==> src/rtl/rnn_fixed_pkg.sv <==
// Shared fixed-point constants and FSM state encoding for the RNN gate datapath.
// Reused by the pre-activation, sigmoid and tanh stages.
package rnn_fixed_pkg;

  localparam int unsigned DATA_W    = 32;
  localparam int unsigned PROD_W    = 64;
  localparam int unsigned FRAC_BITS = 15;

  localparam logic [DATA_W-1:0] Q_MAX     = 32'h7FFF_FFFF;
  localparam logic [DATA_W-1:0] Q_MIN     = 32'h8000_0000;
  localparam logic [DATA_W-1:0] Q1_15_ONE = 32'd32768;

  typedef enum logic [1:0] {
    ACCUM,
    DRAIN,
    FINAL,
    OUT
  } state_t;

endpackage

==> src/rtl/rnn_gate_preact_if.sv <==
// Streaming handshake bundle for the gate pre-activation stage:
// (x, w, bias) beats in, one saturated Q17.15 result out.
interface rnn_gate_preact_if;
  import rnn_fixed_pkg::*;

  logic              in_valid;
  logic              in_ready;
  logic [DATA_W-1:0] x_in;
  logic [DATA_W-1:0] w_in;
  logic [DATA_W-1:0] bias_in;
  logic              out_valid;
  logic              out_ready;
  logic [DATA_W-1:0] y_out;
  logic              sat_out;

  modport master (
    output in_valid, x_in, w_in, bias_in, out_ready,
    input  in_ready, out_valid, y_out, sat_out
  );

  modport slave (
    input  in_valid, x_in, w_in, bias_in, out_ready,
    output in_ready, out_valid, y_out, sat_out
  );

endinterface

==> src/rtl/fx_shift_sat.sv <==
// Drops FRAC_BITS from a wide signed Q.30 sum (floor, no rounding) and clips
// the result to the Q17.15 range, flagging when clipping occurred.
module fx_shift_sat
  import rnn_fixed_pkg::*;
#(
  parameter int unsigned ACC_W = 72
) (
  input  logic signed [ACC_W-1:0]  sum,
  output logic        [DATA_W-1:0] y_c,
  output logic                     sat_c
);

  logic signed [ACC_W-1:0]      shifted;
  logic        [ACC_W-DATA_W:0] upper;

  // Value fits in 32 bits only if every bit from bit 31 upward is a sign copy.
  always_comb begin
    shifted = sum >>> FRAC_BITS;
    upper   = shifted[ACC_W-1:DATA_W-1];
    y_c     = shifted[DATA_W-1:0];
    sat_c   = 1'b0;
    if (!((&upper) || (~|upper))) begin
      sat_c = 1'b1;
      y_c   = shifted[ACC_W-1] ? Q_MIN : Q_MAX;
    end
  end

endmodule

==> src/rtl/rnn_gate_preact.sv <==
// Sequential dot product plus bias feeding the gate sigmoid: N_TERMS
// Q17.15 products accumulated at full precision, then floored and saturated.
module rnn_gate_preact
  import rnn_fixed_pkg::*;
#(
  parameter int unsigned N_TERMS = 8,
  parameter int unsigned ACC_W   = 72
) (
  input  logic               clk,
  input  logic               rst,
  rnn_gate_preact_if.slave   bus
);

  localparam int unsigned CNT_W = (N_TERMS > 1) ? $clog2(N_TERMS) : 1;

  state_t                    state;
  logic [CNT_W-1:0]          count;
  logic signed [PROD_W-1:0]  prod_reg;
  logic                      prod_vld;
  logic signed [ACC_W-1:0]   acc;
  logic [DATA_W-1:0]         bias_reg;
  logic                      in_ready;
  logic                      out_valid;
  logic [DATA_W-1:0]         y_out;
  logic                      sat_out;

  logic                      accept_c;
  logic                      last_c;
  logic signed [ACC_W-1:0]   sum_c;
  logic [DATA_W-1:0]         y_c;
  logic                      sat_c;

  assign accept_c = bus.in_valid && in_ready;
  assign last_c   = (count == CNT_W'(N_TERMS - 1));

  // Bias is aligned to the Q.30 product scale before the final add.
  assign sum_c = acc + (ACC_W'($signed(bias_reg)) <<< FRAC_BITS);

  fx_shift_sat #(
    .ACC_W (ACC_W)
  ) u_shift_sat (
    .sum   (sum_c),
    .y_c   (y_c),
    .sat_c (sat_c)
  );

  always_ff @(posedge clk or posedge rst) begin
    if (rst) begin
      state     <= ACCUM;
      count     <= '0;
      prod_reg  <= '0;
      prod_vld  <= 1'b0;
      acc       <= '0;
      bias_reg  <= '0;
      in_ready  <= 1'b1;
      out_valid <= 1'b0;
      y_out     <= '0;
      sat_out   <= 1'b0;
    end else begin
      // One-stage multiply pipeline; the product lands in acc on the next edge.
      prod_vld <= accept_c;
      if (accept_c) begin
        prod_reg <= PROD_W'($signed(bus.x_in)) * PROD_W'($signed(bus.w_in));
      end
      if (prod_vld) begin
        acc <= acc + ACC_W'(prod_reg);
      end

      case (state)
        ACCUM: begin
          if (accept_c) begin
            if (count == '0) begin
              bias_reg <= bus.bias_in;
            end
            if (last_c) begin
              count    <= '0;
              in_ready <= 1'b0;
              state    <= DRAIN;
            end else begin
              count <= count + 1'b1;
            end
          end
        end
        DRAIN: begin
          state <= FINAL;
        end
        FINAL: begin
          y_out     <= y_c;
          sat_out   <= sat_c;
          out_valid <= 1'b1;
          state     <= OUT;
        end
        OUT: begin
          if (bus.out_ready) begin
            out_valid <= 1'b0;
            acc       <= '0;
            in_ready  <= 1'b1;
            state     <= ACCUM;
          end
        end
        default: begin
          state <= ACCUM;
        end
      endcase
    end
  end

  assign bus.in_ready  = in_ready;
  assign bus.out_valid = out_valid;
  assign bus.y_out     = y_out;
  assign bus.sat_out   = sat_out;

endmodule

==> src/flat_wrapper.sv <==
// flat-port wrapper written by rule: the top's interface ports become plain ports
module rnn_gate_preact_flat import rnn_fixed_pkg::*;
#(
  parameter int unsigned N_TERMS = 8,
  parameter int unsigned ACC_W   = 72
)
  (clk, rst, bus_in_valid, bus_x_in, bus_w_in, bus_bias_in, bus_out_ready, bus_in_ready, bus_out_valid, bus_y_out, bus_sat_out);
  rnn_gate_preact_if bus_i ();
  input  logic clk;
  input  logic rst;
  input wire logic [$bits(bus_i.in_valid)-1:0] bus_in_valid;
  input wire logic [$bits(bus_i.x_in)-1:0] bus_x_in;
  input wire logic [$bits(bus_i.w_in)-1:0] bus_w_in;
  input wire logic [$bits(bus_i.bias_in)-1:0] bus_bias_in;
  input wire logic [$bits(bus_i.out_ready)-1:0] bus_out_ready;
  output wire logic [$bits(bus_i.in_ready)-1:0] bus_in_ready;
  output wire logic [$bits(bus_i.out_valid)-1:0] bus_out_valid;
  output wire logic [$bits(bus_i.y_out)-1:0] bus_y_out;
  output wire logic [$bits(bus_i.sat_out)-1:0] bus_sat_out;
  assign bus_i.in_valid = bus_in_valid;
  assign bus_i.x_in = bus_x_in;
  assign bus_i.w_in = bus_w_in;
  assign bus_i.bias_in = bus_bias_in;
  assign bus_i.out_ready = bus_out_ready;
  assign bus_in_ready = bus_i.in_ready;
  assign bus_out_valid = bus_i.out_valid;
  assign bus_y_out = bus_i.y_out;
  assign bus_sat_out = bus_i.sat_out;
  rnn_gate_preact #(.N_TERMS(N_TERMS), .ACC_W(ACC_W)) u_core (.clk(clk), .rst(rst), .bus(bus_i));
endmodule
==> config.mk <==
export PLATFORM = sky130hd
export DESIGN_NAME = rnn_gate_preact_flat
export DESIGN_NICKNAME = d
export VERILOG_FILES = /design/src/rtl/rnn_fixed_pkg.sv /design/src/rtl/rnn_gate_preact_if.sv /design/src/rtl/fx_shift_sat.sv /design/src/rtl/rnn_gate_preact.sv /design/src/flat_wrapper.sv
export SDC_FILE = /design/constraint.sdc
export NUM_CORES = 2
export LEC_CHECK = 0
export BUFFER_PORTS_ARGS = -buffer_cell sky130_fd_sc_hd__buf_2
export CORE_ASPECT_RATIO = 0.5
export CORE_MARGIN = 2
export CORE_UTILIZATION = 45
export CTS_CLUSTER_SIZE = 20
export DETAILED_ROUTE_END_ITERATION = 10
export PLACE_DENSITY_LB_ADDON = 0.12
export SETUP_SLACK_MARGIN = 0.3
export SLEW_MARGIN = 20
export SYNTH_ARGS = -nofsm -noshare
export SYNTH_HDL_FRONTEND = slang
export SYNTH_HIERARCHICAL = 1
export SYNTH_SLANG_ARGS = --single-unit
==> constraint.sdc <==
create_clock -name clk -period 8.9 [get_ports clk]
set_clock_uncertainty 0.15 [all_clocks]
set_input_delay 0.445 -clock clk [delete_from_list [all_inputs] [get_ports clk]]
set_output_delay 0.445 -clock clk [all_outputs]
set_load 0.005 [all_outputs]
# --- Word level (Yosys, flattened, before mapping) ---
# Cells that the tools add are included.
totals:
  ff_bits: 209
  inputBits: 100
  elab_cells: 52
classes:
  n_eq_ne: 7
  n_mux: 17
  n_reduce_logical: 14
  multipliers: 1
  addsub: 3
op_table:
  columns: ["cell", "count"]
  rows:
  - ["two-way mux 72 bit", 3]
  - ["adder 72 x 47 -> 72 bit", 1]
  - ["adder 72 x 64 -> 72 bit", 1]
  - ["multiplier 32 x 32 -> 64 bit", 1]
  - ["two-way mux 32 bit", 2]
  - ["AND reduction 26 bit", 1]
  - ["OR reduction 26 bit", 1]
  - ["one-hot mux 2 bit (4 select lines)", 1]
  - ["two-way mux 2 bit", 3]
  - ["AND reduction 3 bit", 2]
  - ["two-way mux 1 bit", 5]
  - ["== test 2 bit, second input constant", 2]
  - ["!= test 2 x 1 -> 1 bit, second input constant", 2]
  - ["one-hot mux 1 bit (2 select lines)", 2]
  - ["AND reduction 2 bit", 2]
  - ["AND reduction 4 bit", 1]
  - ["nonzero test 2 bit", 2]
  - ["adder 3 x 1 -> 3 bit, second input constant", 1]
  - ["== test 3 bit, second input constant", 1]
  - ["zero test 3 bit", 1]
  - ["two-way mux 3 bit", 1]
  - ["== test 2 x 1 -> 1 bit, second input constant", 1]
  - ["zero test 2 bit", 1]
  - ["!= test 2 bit, second input constant", 1]
  - ["3 further kinds", 3]

# --- Logic depth before layout (Yosys ltp) ---
logic_depth:
  ltp_word: 5
  mapped_depth: 28
  depth_no_buf: 27

# --- Hierarchy ---
# The synthesis kept the hierarchy.
by_module_without_submodules:
  columns: ["mod", "seq_area_each_um2", "instances", "area_each_um2", "cells_each"]
  rows:
  - ["rnn_gate_preact", 5231.3, 1, 51501.9, 5567]
  - ["fx_shift_sat", 0.0, 1, 640.6, 90]

# --- Least setup slack after synthesis ---
# OpenSTA, ideal clock, no wires.
synth_path:
  path_type: "in2reg"
  start: "input port bus_x_in[31]"
  end: "register u_core.prod_reg[63]"
  arrival_ns: 7.687
  setup_time_ns: 0.124
  path_stages: 28
  required_time_ns: 8.626
  path_slack_ns: 0.939
  cell_sequence: "clkbuf_1 > nand2_1 > inv_1 > fa_1 > inv_1 > fa_1 > inv_1 > fa_1 > fa_1 > inv_1 > fa_1 > inv_1 > fa_1 > inv_1 > fa_1 > fa_1 > inv_1 > ha_1 > clkbuf_1 > nand2_1 > o21ai_0 > a211o_1 > a21oi_1 > o21ai_0 > a21oi_1 > o21bai_1 > o21a_1 > o31a_1"
synth_between:
  elab_chain_cells: 1
synth_lines:
  columns: ["item", "line_no", "text"]
  rows:
  - ["start, declared", "flat_wrapper.sv:12", "input wire logic [$bits(bus_i.x_in)-1:0] bus_x_in;"]
  - ["multiplier 32 x 32 -> 64 bit", "rnn_gate_preact.sv:63", "prod_reg <= PROD_W'($signed(bus.x_in)) * PROD_W'($signed(bus.w_in));"]
  - ["end signal, assigned", "rnn_gate_preact.sv:63", null]
  - ["end, declared", "rnn_gate_preact.sv:18", "logic signed [PROD_W-1:0] prod_reg;"]
# No other way between the ends.
# A chain may end at the register's enable or synchronous reset.

# --- Worst setup path in the final report ---
layout_path:
  start: "input port bus_x_in[9]"
  end: "register u_core.prod_reg[45]"
# The elaborated chain is that of the path after synthesis.

==> reports/results.tsv <==
metric	value	unit
DP HPWL	124000	µm
row count	88	
I/O Buffers	134	
Initial DRT Pass Iterations	5	
dominant synthesized flop cell	dfrtp_1	
H-tree levels	1	
gate count after technology mapping	5657	
All-Layer GR Usage	25.8	%
post-synthesis sequential area ratio	10.0	%
Starting Density	45.3	%
# IOs	135	
initial antenna violation count	10	
core area	115000	µm²
clock slew at reported path FFs	0.06	ns
fin area	55300	µm²
CTS tree	built	
setup TNS	0	ns
slowest CP cell	fa_1	
post-CTS setup buffers	0	
DIE WIDTH	485	µm
drt wl/cell	20.9	µm
Clk Tree Root Cell	clkbuf_16	
Fmax	124	MHz
Worst path max stage delay	0.57	ns
vias in the first global route	41700	
CP bufs+invs	7	
vias	39000	
placement-stage cell area	54000	µm²
Final Setup Violations	0	
most frequent cells after synthesis	1084 x fa_1, 1038 x inv_1, 699 x nand2_1, 529 x and2_1, 317 x ha_1	
Area contributors post-synth	fa_1 42%, dfrtp_1 10%, ha_1 7.6%	
layout cells sized above 1	7.16	%
mapped cell area	52100	µm²
clk buf depth	3	
Detailed Route Iter0 Violations	2708	
dpl ws	0.375	ns
PostCTS Resize Cnt	0	
DRC violations left	0	
max-slew violations	0	
Final Hold Fails	0	
Clock Sinks	209	
Worst Max-Slew Pin Slew	1.03	ns
Syn Nets	7158	
flops & latches, synth	209	
post-synth top area share	41.6	%
Tcrit/Tclk final	90.3	%
Vias/cell	5.43	
Avg Cell Area, Syn	9.22	µm²
Final WS setup	0.867	ns
min-delay worst type	primary input to register	
slew margin rel.	31.4	%
CP endpoint kind	register	
first-pass GRT wire length	242000	µm
most frequent CP cell	fa_1	
fraction of registers with async set/reset	100	%
RSZ-0062 raised after global routing	no	
crit path max fanout	23	
later-pin clock latency in the skew report	0.57	ns
leading area contributor after synthesis	fa_1	
routability congestion estimate	0.936	
count leader, synth	fa_1	
GRT overflow	0	
Critical Path RT	9.17	ns
EDFF count, synth	0	
# Max-Cap Violations	0	
CP Launch Type	primary input	
total CTS buffers	26	
Largest register FFs	72	
status	completed	
fin nets	7136	
fill count	10900	
Netlist cell types	108	
antenna-violating nets left	0	
CP delay by family, top	adder cells	
Die ar.	119000	µm²
Setup CP Type	primary input to register	
synthesis-to-layout area growth	6.06	%
minimum clock period	8.03	ns
Synthesis Warnings	6	
CP arrival	8.30	ns
largest net degree at the start of global routing	95	
drt total wl	150000	µm
Die Ht	245	µm
[metrics by stage]
step           utilization, %  std cells  hold slack (ns)
2_1_floorplan               -       5657            0.295
3_3_place_gp             47.0       7103            0.328
3_5_place_dp             47.0       7103            0.328
4_1_cts                  48.1       7185            0.119
5_1_grt                  48.1       7185            0.166
6_report                 48.1       7186            0.136
[per-layer routing]
layer | wire length, µm | up-vias | global-route usage, %
li1 | - | 17500 | -
met1 | 74100 | 20200 | 39.9
met2 | 65300 | 1138 | 39.7
met3 | 9120 | 136 | 3.05
met4 | 1850 | 10 | 3.47
met5 | 53 | - | 0
[worst reg2reg max path, cell delays in order (launching register included)]
cell      delay (ns)
dfrtp_1         0.40
ha_1            0.19
inv_1           0.06
fa_1            0.40
nor2b_1         0.19
o31a_1          0.22
o21bai_1        0.15
a211oi_2        0.41
o211ai_1        0.25
a311oi_2        0.44
o21ai_1         0.23
o21a_1          0.27
a311oi_1        0.69
nand4_1         0.15
or4_4           0.49
o221ai_4        0.17
buf_4           0.46
o21ai_0         0.20
mux2_2          0.29
[cell families (layout without fill, tap and decap cells)]
kind of cell | Yosys count | count (layout) | synth area share (%)
AO/OA/AOI/OAI | 776 | 776 | 9.98
XOR/XNOR | 163 | 163 | 2.74
adder cells (fa/ha/maj) | 1401 | 1401 | 49.2
buffers and inverters | 1327 | 1325 | 9.84
flip-flops | 209 | 209 | 10.0
multiplexers | 106 | 106 | 2.19
other | 0 | 1 | 0
AND/OR/NAND/NOR | 1675 | 1675 | 16.0
[what timing repair did]
item                       CTS  global route
hold endpoints to repair   124             0
setup endpoints to repair    0             0
hold buffers                34             0
[cell usage in the layout, fill, tap and decap left out, types with 24 or more instances in the layout]
cell type	netlist	routed
fa_1	1084	1084
inv_1	1038	1037
nand2_1	699	698
and2_1	529	528
ha_1	317	317
dfrtp_1	208	207
a21oi_1	203	203
nor2_1	160	160
o21ai_0	148	148
buf_2	15	134
xnor2_1	117	117
a21o_1	109	109
buf_4	6	71
mux2_2	66	66
nand3_1	53	53
xor2_1	46	46
nand4_1	44	44
mux2i_1	40	40
o21bai_1	38	38
and3_1	38	38
nor3_1	36	36
dlygate4sd3_1	0	34
o21ai_2	33	33
o21a_1	30	30
a211oi_1	28	28
clkbuf_16	0	26
nand2b_1	24	24
a31oi_1	24	24
[cell type report]
type	instances	area [µm²]	area share [%]
clock buffer	37	762	1.38
clock inverter	11	148	0.267
tap	1530	1910	3.46
inverter	1038	3900	7.06
multi-input combinational	4121	41800	75.6
timing repair buffer	239	1540	2.79
sequential	209	5240	9.47
antenna	1	2.50	0.00452
[path summary, 6_finish.rpt]
check                               startpoint                   to  slack [ns]  cells after the start
hold reg to reg            u_core/prod_reg[12]  u_core/prod_reg[12]        0.34                      2
setup / recovery                   bus_x_in[9]  u_core/prod_reg[45]        0.87                     25
setup reg to reg                u_core/acc[15]  u_core/bus.y_out[0]        2.99                     18
min in group asynchronous                  rst  u_core/bus.y_out[1]        0.40                      3
hold / removal                    bus_in_valid  u_core/bus.in_ready        0.14                      4
max in group asynchronous                  rst      u_core/prod_vld        6.84                      4
Power is left out: the tool's default activity adds up to more than one toggle a clock period on the data nets, which glitch-free logic cannot reach.
